## config.mk

```make
export PLATFORM = sky130hd
export DESIGN_NAME = cram_wr_arb
export DESIGN_NICKNAME = d
export VERILOG_FILES = /design/src/rtl/cram_wr_arb.sv
export SDC_FILE = /design/constraint.sdc
export NUM_CORES = 1
export LEC_CHECK = 0
export BUFFER_PORTS_ARGS = -buffer_cell sky130_fd_sc_hd__clkbuf_2
export CORE_UTILIZATION = 54
export DETAILED_ROUTE_END_ITERATION = 8
export PLACE_DENSITY = 0.84
export SYNTH_ARGS = -nofsm -noshare
export SYNTH_HDL_FRONTEND = slang
export SYNTH_SLANG_ARGS = --single-unit
```

## constraint.sdc

```tcl
create_clock -name clk -period 2.2 [get_ports clk]
set_input_delay 0.66 -clock clk [delete_from_list [all_inputs] [get_ports clk]]
set_output_delay 0.66 -clock clk [all_outputs]
set_load 0.1 [all_outputs]
```

## src/rtl/cram_wr_arb.sv

```systemverilog
// Write-side arbiter for the colour RAM: merges Z80 byte writes, a DMA word
// stream and a fill-clear engine onto one CRAM write port (CPU > DMA > clear).
module cram_wr_arb #(
    parameter int AW = 8,
    parameter int DW = 16
) (
    input  logic          clk,
    input  logic          rst_n,
    input  logic          cpu_wr,
    input  logic [AW:0]   cpu_addr,
    input  logic [7:0]    cpu_data,
    input  logic          dma_req,
    input  logic [AW-1:0] dma_addr,
    input  logic [DW-1:0] dma_data,
    output logic          dma_ack,
    input  logic          clr_start,
    input  logic [DW-1:0] clr_data,
    output logic          clr_busy,
    output logic          clr_done,
    output logic [AW-1:0] cram_addr,
    output logic [DW-1:0] cram_data,
    output logic          cram_we
);

    typedef enum logic {IDLE, FILL} clr_state_t;

    clr_state_t    clr_state;
    logic [7:0]    lo_latch;
    logic [AW-1:0] clr_cnt;
    logic [DW-1:0] fill_val;

    logic cpu_lo;
    logic cpu_hi;
    logic dma_grant;
    logic fill_slot;
    logic fill_last;

    // dma_ack high means a DMA word was granted last edge, so the requester
    // has not yet had a chance to present the next word.
    assign cpu_lo    = cpu_wr & ~cpu_addr[0];
    assign cpu_hi    = cpu_wr &  cpu_addr[0];
    assign dma_grant = dma_req & ~cpu_hi & ~dma_ack;
    assign fill_slot = (clr_state == FILL) & ~cpu_hi & ~dma_grant;
    assign fill_last = fill_slot & (clr_cnt == {AW{1'b1}});

    always_ff @(posedge clk or negedge rst_n) begin
        if (!rst_n) begin
            clr_state <= IDLE;
            lo_latch  <= '0;
            clr_cnt   <= '0;
            fill_val  <= '0;
            dma_ack   <= 1'b0;
            clr_busy  <= 1'b0;
            clr_done  <= 1'b0;
            cram_addr <= '0;
            cram_data <= '0;
            cram_we   <= 1'b0;
        end else begin
            cram_we  <= cpu_hi | dma_grant | fill_slot;
            dma_ack  <= dma_grant;
            clr_done <= fill_last;

            if (cpu_lo)
                lo_latch <= cpu_data;

            // Address and data only move on a real write; otherwise they hold.
            if (cpu_hi) begin
                cram_addr <= cpu_addr[AW:1];
                cram_data <= DW'({cpu_data, lo_latch});
            end else if (dma_grant) begin
                cram_addr <= dma_addr;
                cram_data <= dma_data;
            end else if (fill_slot) begin
                cram_addr <= clr_cnt;
                cram_data <= fill_val;
            end

            case (clr_state)
                IDLE: begin
                    clr_busy <= clr_start;
                    if (clr_start) begin
                        fill_val  <= clr_data;
                        clr_cnt   <= '0;
                        clr_state <= FILL;
                    end
                end
                FILL: begin
                    // Busy stays high through the clr_done cycle and drops after.
                    clr_busy <= 1'b1;
                    if (fill_slot) begin
                        clr_cnt <= clr_cnt + 1'b1;
                        if (fill_last)
                            clr_state <= IDLE;
                    end
                end
                default: clr_state <= IDLE;
            endcase
        end
    end

endmodule
```

==> qor.csv <==
metric,value,unit
Overflow after GRT,0,
most frequent cells in the layout,"clkbuf_2 (89), nand2_1 (79), dfrtp_1 (61), nand3_1 (29), a21oi_1 (26)",
worst vdd ir,674,µV
DR DRC count,0,
Post-CTS Setup Bufs,0,
Clock Skew,0.00500,ns
post-CTS resize count,0,
"flops & latches, synth",61,
pre-CTS setup slack,0.317,ns
largest family of logic cells by synthesized area,simple AND/OR/NAND/NOR gates,
FP Rows,25,
part of the Yosys area used for sequential elements,54.0,%
initial core utilization,57.9,%
worst stage delay on the critical path,0.47,ns
Sw Ratio,36.9,%
clock sinks,61,
Post-Route WL,6800,µm
Synth warnings,0,
Port Buffers,89,
async set-reset flop share out of synthesis,100,%
global-route wire length before repair,10900,µm
combinational share of power,27.7,%
First DRT Iteration DRCs,231,
DIE AREA,5530,µm²
CP endpoint kind,primary output,
sequential share of power,42.2,%
RSZ-0062 raised after global routing,false,
Worst-Skew Late Latency,0.33,ns
Synth Cell Area,2830,µm²
Cell variety after synth,33,
crit share post-route,84.0,%
Slew Limit Fails,0,
Worst-Margin Slew,0.547,ns
H-Tree Level Count,3,
Synth Area in Compound Gates,15.2,%
"critical path fanouts, max",2,
critical path class,reg -> out,
max_cap viols,0,
LEAKAGE,1.77,nW
TritonCTS buffer count,9,
switching power,1.21,mW
DP Wirelength,4770,µm
vias after detailed routing,2519,
core box area,4880,µm²
CTS tree,yes,
"EDFF count, synth",0,
WP data required,1.54,ns
CP max-delay cell,clkbuf_2,
GRT Util Overall,26.8,%
crit path cell chain,clkbuf_2,
syn_nets,346,
post-synthesis mux area share,3.89,%
Die X,74.4,µm
WP buf/inv,1,
"CTS clk-pin slew, worst paths",0.06,ns
total internal power,2.08,mW
Final #Nets,434,
Slew HR,63.7,%
mean post-synth cell area,9.99,µm²
post-synthesis cell count,283,
worst min-delay path class,in -> async,
flop2flop setup slack,0.70,ns
share of layout cells above drive strength 1,33.9,%
FMAX,541,MHz
Startpoint Class,flip-flop,
fill count,372,
Post-DRT Antenna Nets,0,
TNS Setup,0,ns
adder-cell area share of the yosys netlist,0.442,%
number of setup violations in the final report,0,
Clock power frac,30.1,%
Die H,74.4,µm
# diodes,0,
DR pass1 iterations,5,
clk root buf,clkbuf_8,
final worst slack,0.352,ns
status,finished clean,
Hold Fails Final Rpt,0,
clock tree buffer depth,2,
min cycle time layout,1.85,ns
IO Pins,90,
CP arrival,1.19,ns
CP top delay family,buffers and inverters,
area delta synth->final,23.8,%
DR vias/cell,5.70,
DR WL/cell,15.4,µm
Synth Area in Simple Gates,20.6,%
"most common cell after layout, fill and taps aside",clkbuf_2,
fin util,71.7,%
post-synthesis xor/xnor area fraction,0,%
largest net degree at the start of global routing,62,
CTS Hold Bufs,0,
"Primary FF master, synth",dfrtp_1,
vias in the first global route,2340,
cell area after layout,3500,µm²
routability congestion estimate,0.817,
power density cells,940,nW/µm²
Placement Cell Area,3300,µm²
initial antenna violation count,0,
[logic make-up (layout without fill, tap and decap cells)]
logic type,count (synthesis),count (layout)
adder cells (fa/ha/maj),1,1
multiplexers,10,10
AO/OA/AOI/OAI,58,58
buffers and inverters,25,117
AND/OR/NAND/NOR,128,128
flip-flops,61,61
[power groups by stage]
| stage | clock network, mW | logic, mW | registers, mW |
|---|---|---|---|
| detailed placement | 0 | 0.912 | 1.40 |
| finish | 0.989 | 0.912 | 1.39 |
| floorplan | 0 | 0.264 | 1.83 |
| global placement | 0 | 0.896 | 1.40 |
| global route | 1.06 | 0.969 | 1.41 |
| CTS | 1.00 | 0.917 | 1.38 |
[through the flow]
| stage | cells | power [mW] | hold WS (ns) |
|---|---|---|---|
| global placement | 427 | 2.30 | 0.461 |
| global route | 442 | 3.43 | 0.346 |
| CTS | 442 | 3.30 | 0.337 |
| floorplan | 283 | 2.09 | 0.364 |
| detailed placement | 427 | 2.31 | 0.464 |
| finish | 442 | 3.29 | 0.318 |
[cell usage after synthesis, types with 2 or more instances]
master	instances	area [µm²]
dfrtp_1	61	1530
buf_4	4	30.0
and3_1	3	18.8
buf_2	10	50.1
mux2i_1	2	20.0
nand4_1	3	18.8
nand2_1	79	297
o21ai_0	2	10.0
a21oi_1	26	130
nand3_1	29	145
mux2_2	8	90.1
nor3_1	2	10.0
nor2b_1	2	12.5
buf_6	6	67.6
inv_1	3	11.3
a21o_1	2	15.0
a221o_1	24	240
nor2_1	2	7.51
[cell type report]
type | instances | area (µm²) | share of cell area [%]
well taps | 67 | 83.8 | 2.39
multi-input cells | 197 | 1130 | 32.4
inverters | 3 | 11.3 | 0.322
repair buffers | 99 | 546 | 15.6
clock inverters | 4 | 47.5 | 1.36
flip-flops and latches | 61 | 1530 | 43.6
clock buffers | 11 | 151 | 4.32
[final timing paths]
check | from | cells after the start | to
min in group clk | fill_val[9]$_DFFE_PN0P_ | 2 | fill_val[9]$_DFFE_PN0P_
worst min-delay path | rst_n | 2 | clr_busy$_DFF_PN0_
worst max-delay path | cram_data[8]$_DFFE_PN0P_ | 1 | cram_data[8]
worst min register to register | fill_val[9]$_DFFE_PN0P_ | 2 | fill_val[9]$_DFFE_PN0P_
max in group asynchronous | rst_n | 2 | fill_val[2]$_DFFE_PN0P_
worst max register to register | clr_state$_DFF_PN0_ | 4 | cram_data[15]$_DFFE_PN0P_
[per-layer routing]
layer  global-route usage [%]  wire, µm
met1                     37.7      2970
met2                     39.5      3130
met3                     5.56       547
met4                     12.8       151
met5                        0         0
[state kept, by name, indices dropped and copies added (netlist names)]
name and flops:
dma_ack 1, clr_cnt 8, clr_busy 1, clr_state 1, cram_addr 8, cram_we 1
fill_val 16, cram_data 16, lo_latch 8, clr_done 1
No activity file was read; power rests on OpenSTA's default activity.
